`src/rtl/mul_div_unit.sv`:
```
// HI/LO multiply/divide unit: single-cycle 32x32 multiply, mthi/mtlo moves, and an optional
// 32-cycle radix-2 restoring divider compiled in only when MUL_DIV_UNIT_DIV_EN is defined.
module mul_div_unit (
  input  logic        clk,
  input  logic        resetn,
  input  logic        req_valid,
  input  logic        is_mult,
  input  logic        is_multu,
  input  logic        is_div,
  input  logic        is_divu,
  input  logic        lo_wen,
  input  logic        hi_wen,
  input  logic [31:0] src_a,
  input  logic [31:0] src_b,
  input  logic        flush,
  output logic        busy,
  output logic        done,
  output logic [31:0] hi,
  output logic [31:0] lo
);

  localparam int DATA_W = 32;

  typedef enum logic [1:0] {
    S_IDLE = 2'd0,
    S_MUL  = 2'd1
`ifdef MUL_DIV_UNIT_DIV_EN
    , S_DIV = 2'd2
`endif
  } state_t;

  state_t              state_q, state_d;
  logic [DATA_W-1:0]   a_q, a_d, b_q, b_d;
  logic [DATA_W-1:0]   hi_q, hi_d, lo_q, lo_d;
  logic                sgn_q, sgn_d;
  logic                can_req, any_op;
  logic [2*DATA_W-1:0] a_ext, b_ext, prod;

`ifdef MUL_DIV_UNIT_DIV_EN
  logic [DATA_W-1:0]   quo_q, quo_d, rem_q, rem_d, quo_nx, rem_nx;
  logic [5:0]          cnt_q, cnt_d;
  logic                negq_q, negq_d, negr_q, negr_d, dz_q, dz_d;
  logic [DATA_W:0]     shifted;
  logic                ge;

  function automatic logic [DATA_W-1:0] mag(input logic [DATA_W-1:0] x, input logic sgn);
    return (sgn && x[DATA_W-1]) ? (~x + 32'd1) : x;
  endfunction

  // One restoring step: shift next dividend bit into the partial remainder, subtract if it fits
  assign shifted = {rem_q, quo_q[DATA_W-1]};
  assign ge      = (shifted >= {1'b0, b_q});
  assign rem_nx  = ge ? (shifted[DATA_W-1:0] - b_q) : shifted[DATA_W-1:0];
  assign quo_nx  = {quo_q[DATA_W-2:0], ge};
`endif

  assign busy    = (state_q != S_IDLE);
  assign any_op  = is_div | is_divu | is_mult | is_multu;
  assign can_req = req_valid & ~busy & ~flush;

  // Operands widened to 64 bits so one unsigned multiply serves both signed and unsigned
  assign a_ext = {{DATA_W{sgn_q & a_q[DATA_W-1]}}, a_q};
  assign b_ext = {{DATA_W{sgn_q & b_q[DATA_W-1]}}, b_q};
  assign prod  = a_ext * b_ext;

  always_comb begin
    state_d = state_q;
    a_d     = a_q;
    b_d     = b_q;
    sgn_d   = sgn_q;
    hi_d    = hi_q;
    lo_d    = lo_q;
    done    = 1'b0;
`ifdef MUL_DIV_UNIT_DIV_EN
    quo_d   = quo_q;
    rem_d   = rem_q;
    cnt_d   = cnt_q;
    negq_d  = negq_q;
    negr_d  = negr_q;
    dz_d    = dz_q;
`endif
    case (state_q)
      S_IDLE: begin
        if (can_req) begin
          if (is_div | is_divu) begin
`ifdef MUL_DIV_UNIT_DIV_EN
            a_d     = src_a;
            b_d     = mag(src_b, is_div);
            quo_d   = mag(src_a, is_div);
            rem_d   = '0;
            cnt_d   = '0;
            negq_d  = is_div & (src_a[DATA_W-1] ^ src_b[DATA_W-1]);
            negr_d  = is_div & src_a[DATA_W-1];
            dz_d    = (src_b == '0);
            state_d = S_DIV;
`endif
          end else if (is_mult | is_multu) begin
            a_d     = src_a;
            b_d     = src_b;
            sgn_d   = is_mult;
            state_d = S_MUL;
          end else if (!any_op) begin
            if (lo_wen) lo_d = src_a;
            if (hi_wen) hi_d = src_a;
          end
        end
      end
      S_MUL: begin
        state_d = S_IDLE;
        if (!flush) begin
          {hi_d, lo_d} = prod;
          done         = 1'b1;
        end
      end
`ifdef MUL_DIV_UNIT_DIV_EN
      S_DIV: begin
        if (flush) begin
          state_d = S_IDLE;
        end else if (cnt_q == 6'd31) begin
          state_d = S_IDLE;
          done    = 1'b1;
          if (dz_q) begin
            lo_d = '1;
            hi_d = a_q;
          end else begin
            lo_d = negq_q ? (~quo_nx + 32'd1) : quo_nx;
            hi_d = negr_q ? (~rem_nx + 32'd1) : rem_nx;
          end
        end else begin
          quo_d = quo_nx;
          rem_d = rem_nx;
          cnt_d = cnt_q + 6'd1;
        end
      end
`endif
      default: state_d = S_IDLE;
    endcase
  end

  always_ff @(posedge clk or negedge resetn) begin
    if (!resetn) begin
      state_q <= S_IDLE;
      a_q     <= '0;
      b_q     <= '0;
      sgn_q   <= 1'b0;
      hi_q    <= '0;
      lo_q    <= '0;
`ifdef MUL_DIV_UNIT_DIV_EN
      quo_q   <= '0;
      rem_q   <= '0;
      cnt_q   <= '0;
      negq_q  <= 1'b0;
      negr_q  <= 1'b0;
      dz_q    <= 1'b0;
`endif
    end else begin
      state_q <= state_d;
      a_q     <= a_d;
      b_q     <= b_d;
      sgn_q   <= sgn_d;
      hi_q    <= hi_d;
      lo_q    <= lo_d;
`ifdef MUL_DIV_UNIT_DIV_EN
      quo_q   <= quo_d;
      rem_q   <= rem_d;
      cnt_q   <= cnt_d;
      negq_q  <= negq_d;
      negr_q  <= negr_d;
      dz_q    <= dz_d;
`endif
    end
  end

  assign hi = hi_q;
  assign lo = lo_q;

endmodule

```
`config.mk`:
```
export PLATFORM = sky130hd
export DESIGN_NAME = mul_div_unit
export DESIGN_NICKNAME = d
export VERILOG_FILES = /design/src/rtl/mul_div_unit.sv
export SDC_FILE = /design/constraint.sdc
export NUM_CORES = 2
export LEC_CHECK = 0
export CAP_MARGIN = 15
export CORE_UTILIZATION = 45
export DETAILED_ROUTE_END_ITERATION = 7
export HOLD_SLACK_MARGIN = 0.05
export MAX_ROUTING_LAYER = met4
export PLACE_DENSITY = 0.64
export SYNTH_ARGS = -nofsm -noshare
export SYNTH_HDL_FRONTEND = slang
export SYNTH_SLANG_ARGS = --single-unit
```
`constraint.sdc`:
```
create_clock -name clk -period 7.8 [get_ports clk]
set_input_delay 1.56 -clock clk [delete_from_list [all_inputs] [get_ports clk]]
set_output_delay 1.56 -clock clk [all_outputs]
set_load 0.01 [all_outputs]
```
==> run summary <==
Max_cap viols -> 0
Final-report max-slew violation count -> 0
Post-layout min period -> 7.60 ns
F_max -> 0.132 GHz
Count leader, synth -> inv_1
Worst-skew pair later-pin latency -> 0.47 ns
Detailed Route Iter0 Violations -> 1,990
Core Area -> 95,300 um^2
Via count -> 31,572
CP Capture Type -> flop
Post-route setup slack -> 0.204 ns
Main area contributors after synthesis -> fa_1, inv_1, dfrtp_1
First-pass GRT wire length -> 194,000 um
Via-per-instance ratio -> 5.19
Post-synth EDFFs -> 0
CP max stage cell -> fa_2
Buf/Inv on CP -> 7
Async SR Flop Fraction -> 1.00
Placed inst area -> 47,600 um^2
Gpl congestion -> 0.964
Setup Viol. Count Final -> 0
Layout cells sized above 1 -> 0.0951
Starting density of the core -> 0.455
Clk_skew -> 0.0209 ns
Mapped Nets -> 6,082
Crit Path Category -> flop to flop
Cell mode on critical path -> fa_1
Largest net degree at the start of global routing -> 71
I/O pin cnt -> 140
CTS Buf Count -> 17
WL final -> 119,000 um
Port bufs -> 139
Synthesis-to-finish area growth -> 12.5%
Final hold violations -> 0
Die area -> 97,700 um^2
Slew @ Worst Pin -> 0.973 ns
CTS root buffer -> clkbuf_16
Antenna violations before repair -> 1
Max-slew headroom -> 0.351
Cell taking the most area after synthesis -> fa_1
Fin crit share -> 0.974
Post-synth top flop -> dfrtp_1
Total track usage -> 0.264
Yosys reg bits -> 130
CTS H-tree depth -> 4
RSZ-0062 raised after global routing -> true
CP top delay family -> adder cells
Crit path launch type -> flop
Hold Crit Class -> flop to flop
DRC Markers -> 0
Final #Nets -> 6,215
Hpwl dp -> 101,000 um
Drt first pass iters -> 5
Crit path largest cell delay -> 0.60 ns
Mapped Area -> 43,400 um^2
Post-Place Worst Slack -> -0.0869 ns
Synth top area share -> 0.519
Worst EP required -> 8.18 ns
CP arrival -> 7.97 ns
Register clock-pin slew on the reported worst setup and hold paths -> 0.07 ns
Mapped Avg Cell Area -> 9.29 um^2
Wire per inst -> 19.6 um
Clock sinks -> 130
Warnings, synthesis -> 0
Maximum fanout along the worst path -> 6
Vias in the first global route -> 34,442
Syn Inst Count -> 4,671
CTS tree -> built
Sequential share of the synthesized area -> 0.0750
Grt total ovfl -> 0
Clk buf depth -> 2
Design Area, Final -> 48,800 um^2
Diode count -> 0
CTS Hold Bufs -> 0
WHS -> 0.482 ns
Yosys cell types -> 67
Status -> completed
Die Wd -> 312 um
Post-synth top cells -> inv_1, fa_1, nand2_1, and2_1, clkbuf_1
Final antenna-violating net count -> 0
Num rows -> 113
Die Ht -> 312 um
final timing paths:
check / slack (ns) / startpoint / depth (start not counted) / end
max: 0.20 / sgn_q$_DFFE_PN0P_ / 26 / hi[22]$_DFFE_PN0P_
min: 0.48 / lo[29]$_DFFE_PN0P_ / 2 / lo[29]$_DFFE_PN0P_
max reg2reg: 0.20 / sgn_q$_DFFE_PN0P_ / 26 / hi[22]$_DFFE_PN0P_
min reg2reg: 0.48 / lo[29]$_DFFE_PN0P_ / 2 / lo[29]$_DFFE_PN0P_
max in group asynchronous: 5.10 / resetn / 2 / b_q[22]$_DFFE_PN0P_
min in group asynchronous: 1.14 / resetn / 1 / hi[31]$_DFFE_PN0P_
state kept, by name, indices dropped and copies added (netlist names):
signal and count:
sgn_q 1, hi 32, b_q 32, state_q 1, lo 32, a_q 32
worst min-delay path, stage by stage, from the launching register on:
cell and delay [ns]:
dfrtp_1 0.34, nand2_1 0.04, o21ai_0 0.06
placed cells by master (no fill, tap or decap), types with 8 or more instances in the layout:
cell and n:
xnor2_1 54, o21ai_0 66, nor3_1 12, a211oi_1 8, o21ai_1 8, mux2i_1 14, o21bai_1 12, a21o_1 40
nand3_1 17, fa_2 12, nand4_1 14, inv_1 1120, fa_1 1113, a21oi_1 99, ha_4 9, ha_1 199
clkdlybuf4s50_1 138, mux2_2 64, nor2b_1 15, nand2_1 797, and3_1 30, a21oi_2 10, xor2_1 12, a31oi_1 12
clkbuf_16 17, or2_2 9, dfrtp_1 106, buf_4 191, nor2_1 70, and2_1 344, buf_6 10, buf_12 43
dfrtp_2 23
stage by stage:
stage          cells  TNS (ns)   util
2_1_floorplan   4671         0      -
3_3_place_gp    6039   -0.0627  0.500
3_5_place_dp    6039    -0.210  0.500
4_1_cts         6072         0  0.507
5_1_grt         6082    -0.103  0.512
6_report        6082         0  0.512
cell families after synthesis:
logic type,Yosys count,share of synthesized area
buffers and inverters,1397,0.121
AND/OR/NAND/NOR,1339,0.143
adder cells (fa/ha/maj),1337,0.580
AO/OA/AOI/OAI,320,0.0466
flip-flops,130,0.0750
multiplexers,78,0.0198
XOR/XNOR,70,0.0141
layout make-up:
type / instances / area, um^2
clock buffer: 17 / 425
clock inverter: 15 / 188
fill: 8832 / 46500
inverter: 1128 / 4240
multi-input combinational: 3144 / 35300
sequential: 130 / 3290
tap: 1265 / 1580
timing repair buffer: 383 / 3800
layer usage:
metal,global-route usage,wire length [um],up-vias
met5,-,0,-
met4,0.0777,3920,0
met3,0.0274,5550,215
met2,0.452,62200,903
met1,0.331,47400,16687
li1,-,-,13767
repair_timing:
item | in CTS | in global routing
resized for setup | 11 | 110
hold endpoints to repair | 0 | 0
endpoints found under the setup margin | 7 | 32
pin swaps | 1 | 41
setup buffers | 1 | 10
Power is left out: the tool's default activity adds up to more than one toggle a clock period on the data nets, which glitch-free logic cannot reach.
